### src/rtl/deserializer_pkg.sv
// Shared link definitions for the serializer/deserializer pair:
// FSM state encoding, default word width and counter sizing.
package deserializer_pkg;

    typedef enum logic {
        IDLE    = 1'b0,
        COLLECT = 1'b1
    } state_t;

    localparam int DEFAULT_DATA_WIDTH = 8;

    function automatic int counter_width(input int dw);
        return $clog2(dw) + 1;
    endfunction

endpackage

### src/rtl/deserializer.sv
// Serial-to-parallel converter: collects DATA_WIDTH bits LSB first,
// pulses DES_VLD on completion and DES_ERR when a word is cut short.
module deserializer
    import deserializer_pkg::*;
#(
    parameter int DATA_WIDTH = DEFAULT_DATA_WIDTH,
    localparam int COUNTER_WIDTH = counter_width(DATA_WIDTH)
) (
    input  logic                  CLK,
    input  logic                  RST,
    input  logic                  DES_IN,
    input  logic                  DES_EN,
    output logic [DATA_WIDTH-1:0] P_DATA,
    output logic                  DES_VLD,
    output logic                  DES_ERR,
    output logic                  DES_BUSY
);

    localparam logic [COUNTER_WIDTH-1:0] LAST =
        COUNTER_WIDTH'(DATA_WIDTH - 1);

    state_t                   state_q, state_d;
    logic [COUNTER_WIDTH-1:0] count_q, count_d;
    logic [DATA_WIDTH-1:0]    shift_q, shift_d;
    logic [DATA_WIDTH-1:0]    data_d;
    logic [DATA_WIDTH-1:0]    word;
    logic                     vld_d, err_d;

    always_ff @(posedge CLK or negedge RST) begin
        if (!RST) begin
            state_q <= IDLE;
            count_q <= '0;
            shift_q <= '0;
            P_DATA  <= '0;
            DES_VLD <= 1'b0;
            DES_ERR <= 1'b0;
        end else begin
            state_q <= state_d;
            count_q <= count_d;
            shift_q <= shift_d;
            P_DATA  <= data_d;
            DES_VLD <= vld_d;
            DES_ERR <= err_d;
        end
    end

    always_comb begin
        state_d = state_q;
        count_d = count_q;
        shift_d = shift_q;
        data_d  = P_DATA;
        vld_d   = 1'b0;
        err_d   = 1'b0;

        // Insert the incoming bit at the current count position; this also
        // yields the completed word when the count sits on the last bit.
        word = shift_q;
        for (int i = 0; i < DATA_WIDTH; i++) begin
            if (count_q == COUNTER_WIDTH'(i)) begin
                word[i] = DES_IN;
            end
        end

        unique case (state_q)
            IDLE: begin
                if (DES_EN) begin
                    if (count_q == LAST) begin
                        data_d  = word;
                        vld_d   = 1'b1;
                        shift_d = '0;
                    end else begin
                        shift_d = word;
                        count_d = count_q + COUNTER_WIDTH'(1);
                        state_d = COLLECT;
                    end
                end
            end
            COLLECT: begin
                if (DES_EN) begin
                    if (count_q == LAST) begin
                        data_d  = word;
                        vld_d   = 1'b1;
                        shift_d = '0;
                        count_d = '0;
                        state_d = IDLE;
                    end else begin
                        shift_d = word;
                        count_d = count_q + COUNTER_WIDTH'(1);
                    end
                end else begin
                    err_d   = 1'b1;
                    shift_d = '0;
                    count_d = '0;
                    state_d = IDLE;
                end
            end
            default: begin
                state_d = IDLE;
                count_d = '0;
                shift_d = '0;
            end
        endcase
    end

    assign DES_BUSY = (count_q != '0);

endmodule

### config.mk
export PLATFORM = sky130hd
export DESIGN_NAME = deserializer
export DESIGN_NICKNAME = d
export VERILOG_FILES = /design/src/rtl/deserializer_pkg.sv /design/src/rtl/deserializer.sv
export SDC_FILE = /design/constraint.sdc
export NUM_CORES = 1
export LEC_CHECK = 0
export ABC_AREA = 1
export BUFFER_PORTS_ARGS = -buffer_cell sky130_fd_sc_hd__buf_2
export CAP_MARGIN = 5
export CORE_ASPECT_RATIO = 1.2
export CORE_MARGIN = 2
export CORE_UTILIZATION = 40
export DETAILED_ROUTE_END_ITERATION = 8
export GPL_TIMING_DRIVEN = 1
export SLEW_MARGIN = 20
export SYNTH_ARGS = -nofsm -noshare
export SYNTH_HDL_FRONTEND = slang
export SYNTH_SLANG_ARGS = --single-unit
### constraint.sdc
create_clock -name CLK -period 1.4 [get_ports CLK]
set_input_delay 0.14 -clock CLK [delete_from_list [all_inputs] [get_ports CLK]]
set_output_delay 0.14 -clock CLK [all_outputs]
set_load 0.02 [all_outputs]
==> results of run 1 <==
## report_power, final
group / switching (mW) / internal (mW)
Combinational: 0.594 / 0.423
Sequential: 0.139 / 0.826
Clock: 0.176 / 0.100
## area by class of cell
type                            instances  area [µm²]  area share
Sequential cell                        22         553       0.410
Multi-Input combinational cell         97         512       0.379
Timing Repair Buffer                   28         178       0.132
Inverter                                8        42.5      0.0315
Tap cell                               33        41.3      0.0306
Clock buffer                            3        22.5      0.0167
## logic make-up after synthesis
group,after synthesis
and+or+nand+nor,90
DFF,22
buffers and inverters,10
adders and majority gates,4
AOI/OAI and AO/OA,2
xor gates and xnor gates,1
## sequential cells by signal (all words and copies together) (netlist names)
signal	flops
P_DATA	8
shift_q	7
count_q	4
DES_ERR	1
DES_VLD	1
state_q	1
## tightest hold or removal path, stage by stage
cell	delay, ns
buf_2	0.15
nand2_1	0.08
nand2_1	0.04
## stage by stage
step / utilization / instance area [µm²]
CTS: 0.500 / 1290
floorplan: - / 1090
detailed placement: 0.472 / 1220
global route: 0.523 / 1350
finish: 0.523 / 1350
global placement: 0.472 / 1220
## layer usage
| metal | GRT usage | vias up | wire length (µm) |
|---|---|---|---|
| met5 | 0 | - | 0 |
| met3 | 0.0243 | 8 | 74 |
| met1 | 0.194 | 429 | 997 |
| met4 | 0.0865 | 0 | 57 |
| li1 | - | 465 | - |
| met2 | 0.299 | 28 | 1210 |
## how the worst max path moves through the flow
stage / start / end / slack (ns) / cells past startpoint
after floorplan: count_q[0]$_DFFE_PN0P_ / P_DATA[7]$_DFFE_PN0P_ / 0.13 / 6
after global placement: count_q[0]$_DFFE_PN0P_ / P_DATA[6]$_DFFE_PN0P_ / 0.15 / 6
after detailed placement: count_q[0]$_DFFE_PN0P_ / P_DATA[4]$_DFFE_PN0P_ / 0.11 / 6
after CTS: count_q[3]$_DFFE_PN0P_ / DES_BUSY / 0.001 / 3
after global routing: count_q[1]$_DFFE_PN0P_ / P_DATA[6]$_DFFE_PN0P_ / -0.02 / 7
final: count_q[0]$_DFFE_PN0P_ / P_DATA[1]$_DFFE_PN0P_ / 0.04 / 7
## repair_timing
| item | CTS | global route |
|---|---|---|
| pin swaps | 1 | 2 |
| setup endpoints to repair | 1 | 9 |
| hold buffers | 1 | 0 |
| gates resized for setup | 4 | 7 |
| buffers inserted | 3 | 7 |
| endpoints found under the hold margin | 22 | 0 |
## cell usage in the layout, fill, tap and decap left out, drive strengths merged
cell,count
buf,27
inv,8
nand2,70
o21ai,2
ha,4
dlygate4sd3,1
nor2,3
clkbuf,3
nand4,4
nand3,13
dfrtp,22
xnor2,1
==> metrics.md, run 1 <==
| Metric | Value |
|---|---|
| Status | `completed` |
| Filler cells | `236` |
| Crit path kind | `reg -> reg` |
| Hold Fails Final Rpt | `0` |
| Cells after Synth | `129` |
| Post-synthesis mux area share | `0` |
| Worst r2r path cells | `7` |
| Worst slew margin | `0.679` |
| Post-Synth Adder-Cell Area | `0.0458` |
| Critical path, cell by cell | `buf_4, ha_2, nand3_4, nor2_8, buf_4, nand2_1, nand2_1` |
| Max Cap Viol | `0` |
| Max incr delay on CP | `0.39 ns` |
| Min Hold Slack | `0.143 ns` |
| Fin crit period | `1.36 ns` |
| Critical Path RT | `1.64 ns` |
| Row count | `20` |
| Worst r2r dst | `P_DATA[1]$_DFFE_PN0P_` |
| Slew Limit Fails | `0` |
| Slew @ Worst Pin | `0.482 ns` |
| Final setup violation count | `0` |
| FF-to-FF setup slack | `0.04 ns` |
| Hold Startpoint | `DES_IN` |
| Crit path DAT | `1.61 ns` |
| Largest family of logic cells by synthesized area | `simple AND/OR/NAND/NOR gates` |
| Min-Delay Endpoint | `P_DATA[7]$_DFFE_PN0P_` |
| Lkg Pwr | `0.739 nW` |
| Hold Path Depth | `3` |
| Number of global-route vias before repair | `915` |
| Antenna violations before repair | `0` |
| Yosys warns | `0` |
| Fin worst setup slack | `0.0381 ns` |
| Core area | `2580 µm²` |
| Synth top area cells | `dfrtp_1 (50%), nand2_1 (21%), nand3_1 (5.5%)` |
| DRC viols | `0` |
| Clock skew | `0.00158 ns` |
| Final cell count without fillers | `191` |
| ANT nets after route | `0` |
| Critical Path Slowest Stage Cell | `dfrtp_2` |
| Root Driver | `clkbuf_4` |
| CP Buf/Inv Count | `2` |
| Grt total ovfl | `0` |
| HP Class | `in -> reg` |
| Power after layout | `2.26 mW` |
| Post-synth top area share | `0.503` |
| Largest area contributor in the netlist | `dfrtp_1` |
| Post-Route Setup TNS | `0 ns` |
| Post-Syn Nets | `137` |
| Via/cell ratio | `4.87` |
| Synth Area in Compound Gates | `0.00915` |
| Unique cell type count in the Yosys netlist | `19` |
| Mean area per synthesized cell | `8.48 µm²` |
| Startpoint types | `register` |
| Initial Utilization | `0.424` |
| Maximum VDD drop | `856 µV` |
| CTS tree | `built` |
| Top delay family on crit path | `simple AND/OR/NAND/NOR gates` |
| CTS buffer count | `3` |
| Pre-CTS setup slack | `0.107 ns` |
| N_diodes | `0` |
| Dpl hpwl | `1.61 mm` |
| DR pass1 iterations | `4` |
| Clk buf depth | `2` |
| # IOs | `15` |
| Most frequent cell after synthesis | `nand2_1` |
| Routed wire length | `2.34 mm` |
| Die extent in y | `61.3 µm` |
| Via count | `930` |
| Pwr Density | `1670 nW/µm²` |
| # H-tree levels | `1` |
| Largest net degree at the start of global routing | `23` |
| Tot GR Track Use | `0.167` |
| Placed cells | `177` |
| Fmax | `0.734 GHz` |
| Worst-Skew Late Latency | `0.29 ns` |
| Share of layout cells above drive strength 1 | `0.329` |
| Post-Synth Simple-Gate Area | `0.387` |
| Drt first-iter violations | `15` |
| Mapped Area | `1090 µm²` |
| Area delta synth->final | `23.3%` |
| Fin nets | `168` |
| Die Width | `51.7 µm` |
| DIE AREA | `3170 µm²` |
| #FFs+latches synth | `22` |
| First-pass GRT wire length | `3.95 mm` |
| Register area share after synthesis | `0.503` |
| RSZ-0062 raised after global routing | `yes` |
| Most frequent cells after synthesis | `nand2_1 (61), dfrtp_1 (22), nand3_1 (12), nand2_2 (8)` |
| Post-synth EDFFs | `0` |
| Worst R2R Start | `count_q[0]$_DFFE_PN0P_` |
| Post-Synth XOR/XNOR Area | `0.00801` |
| Crit-path max FO | `6` |
| Final Cycle Share | `0.973` |
| CP Capture Type | `register` |
| GP Congestion | `0.766` |
| Worst-path clk slew | `0.11 ns` |
| Clock Sinks | `22` |
| Most used DFF post-synth | `dfrtp_1` |
| Wire per inst | `12.2 µm` |
| Buffers on Ports | `14` |
| Asr flop ratio synth | `1.00` |
Power figures use the tool's default switching activity.
==> run 2: changes to the inputs <==
CELL_PAD_IN_SITES_DETAIL_PLACEMENT = 2   (was default)
CELL_PAD_IN_SITES_GLOBAL_PLACEMENT = 2   (was default)
CORE_UTILIZATION = 33   (was 40)
PLACE_DENSITY_LB_ADDON = 0.1   (was default)
==> metrics.md, run 2 (synthesis gave the netlist of run 1 again) <==
| Metric | Value |
|---|---|
| Status | `completed` |
| Crit path kind | `reg -> out` |
| Commonest non-fill, non-tap cell in the layout | `nand2_1` |
| Filler cells | `368` |
| CTS buffer count | `3` |
| Hold Startpoint | `DES_EN` |
| Fin crit period | `1.35 ns` |
| Max FFs per register | `8` |
| Clock Sinks | `22` |
| Crit-path max FO | `3` |
| HP Class | `in -> reg` |
| Largest net degree at the start of global routing | `23` |
| Drt first-iter violations | `27` |
| GP Congestion | `0.708` |
| Area delta synth->final | `27.1%` |
| Via/cell ratio | `5.08` |
| Critical path, cell by cell | `inv_2, ha_4, nand2_2, buf_4` |
| CP Buf/Inv Count | `2` |
| Met1 usage | `0.209` |
| Initial Utilization | `0.352` |
| Pre-CTS setup slack | `0.0342 ns` |
| CP Capture Type | `output pin` |
| Lkg Pwr | `0.753 nW` |
| Final setup violation count | `0` |
| Max Cap Viol | `0` |
| Largest registers | `P_DATA (8), shift_q (7), count_q (4)` |
| Min-Delay Endpoint | `count_q[0]$_DFFE_PN0P_` |
| # IOs | `15` |
| Final Cycle Share | `0.966` |
| M3 GR Usage | `0.0175` |
| Via count | `991` |
| Worst slew margin | `0.660` |
| Sw Pwr | `1.03 mW` |
| DR pass1 iterations | `4` |
| Wire per inst | `17.0 µm` |
| N_diodes | `0` |
| Met2 GRT Util | `0.359` |
| Die Width | `56.6 µm` |
| ANT nets after route | `0` |
| Fmax | `0.740 GHz` |
| First-pass GRT wire length | `5.26 mm` |
| Max incr delay on CP | `0.43 ns` |
| Global route hottest layer | `met2` |
| Worst-path clk slew | `0.14 ns` |
| Clock skew | `0.00853 ns` |
| Commonest non-fill, non-tap cells in the layout | `nand2_1 (61), dfrtp_1 (20), buf_2 (13)` |
| Worst r2r dst | `P_DATA[5]$_DFFE_PN0P_` |
| Slew Limit Fails | `0` |
| Crit path DAT | `1.21 ns` |
| DRC viols | `0` |
| Dpl hpwl | `2.24 mm` |
| Sw Share | `0.423` |
| Comb pwr share | `0.439` |
| Pwr Density | `1750 nW/µm²` |
| Worst Setup SP | `count_q[1]$_DFFE_PN0P_` |
| Critical Path RT | `1.26 ns` |
| Number of global-route vias before repair | `1063` |
| Grt total ovfl | `0` |
| Worst-Skew Late Latency | `0.32 ns` |
| Startpoint types | `register` |
| Fin worst setup slack | `0.0479 ns` |
| Core area | `3110 µm²` |
| Clk buf depth | `2` |
| Row count | `22` |
| Slew @ Worst Pin | `0.511 ns` |
| Fin util | `0.447` |
| Maximum VDD drop | `803 µV` |
| Hold Fails Final Rpt | `0` |
| Critical Path Slowest Stage Cell | `dfrtp_1` |
| Top delay family on crit path | `flip-flops` |
| Hold Path Depth | `3` |
| # H-tree levels | `1` |
| Die extent in y | `67.1 µm` |
| Buffers on Ports | `14` |
| Share of layout cells above drive strength 1 | `0.333` |
| Antenna violations before repair | `0` |
| Worst R2R Start | `count_q[0]$_DFFE_PN0P_` |
| Worst r2r path cells | `7` |
| Fin nets | `168` |
| Biggest register | `P_DATA` |
| Flop pwr share | `0.404` |
| DIE AREA | `3790 µm²` |
| FF-to-FF setup slack | `0.06 ns` |
| Routed wire length | `3.32 mm` |
| Tot GR Track Use | `0.186` |
| P_int | `1.40 mW` |
| Root Driver | `clkbuf_4` |
| Clk pwr share | `0.157` |
| CTS tree | `built` |
[run 2: cell count changes in the layout (fill, tap and decap cells not counted), sizes merged]
cell,previous run,this run
clkbuf,3,4
[run 2: worst reg2reg max path, delay by kind of cell (launching register included)]
kind,cells,cell delay (ns)
and+or+nand+nor,4,0.47
DFF,1,0.42
adders and majority gates,1,0.14
buffers and inverters,2,0.26
[run 2: layout make-up]
cell class                 count  area, µm²  area share
sequential                    22        553       0.398
timing repair buffer          28        191       0.138
clock buffer                   4       36.3      0.0261
tap                           36       45.0      0.0324
multi-input combinational     97        522       0.375
inverter                       8       42.5      0.0306
[run 2: metrics by stage]
stage | setup TNS (ns) | power [mW] | hold slack (ns) | instance area, µm² | std cells
4_1_cts | 0 | 2.37 | 0.128 | 1310 | 188
3_3_place_gp | 0 | 1.84 | 0.132 | 1220 | 180
3_5_place_dp | 0 | 1.91 | 0.152 | 1220 | 180
2_1_floorplan | 0 | 1.58 | -0.156 | 1090 | 129
5_1_grt | -0.0503 | 2.60 | 0.135 | 1390 | 195
6_report | 0 | 2.43 | 0.125 | 1390 | 195
[run 2: power by group through the flow]
| stage | combinational, mW | sequential, mW | clock (mW) |
|---|---|---|---|
| 6_report | 1.07 | 0.981 | 0.382 |
| 5_1_grt | 1.18 | 1.01 | 0.407 |
| 4_1_cts | 1.01 | 0.978 | 0.382 |
| 3_5_place_dp | 0.907 | 1.00 | 0 |
| 3_3_place_gp | 0.854 | 0.989 | 0 |
| 2_1_floorplan | 0.464 | 1.11 | 0 |
[run 2: worst max path at each step]
stage,to,depth (start not counted)
floorplan,P_DATA[7]$_DFFE_PN0P_,6
global placement,P_DATA[4]$_DFFE_PN0P_,6
detailed placement,P_DATA[5]$_DFFE_PN0P_,6
CTS,shift_q[6]$_DFFE_PN0P_,7
global route,P_DATA[7]$_DFFE_PN0P_,7
finish,DES_BUSY,4
[run 2: metal layers]
layer | wire, µm | vias to the layer above
met3 | 83 | 4
li1 | - | 467
met5 | 0 | -
met4 | 53 | 0
met1 | 1260 | 505
met2 | 1920 | 15
[run 2: what timing repair did]
item	in CTS	in global routing
hold buffers	1	0
pin swaps	1	2
endpoints found under the hold margin	22	0
gates resized for setup	6	10
setup endpoints to repair	1	19
buffers inserted	3	7
gates cloned	0	0
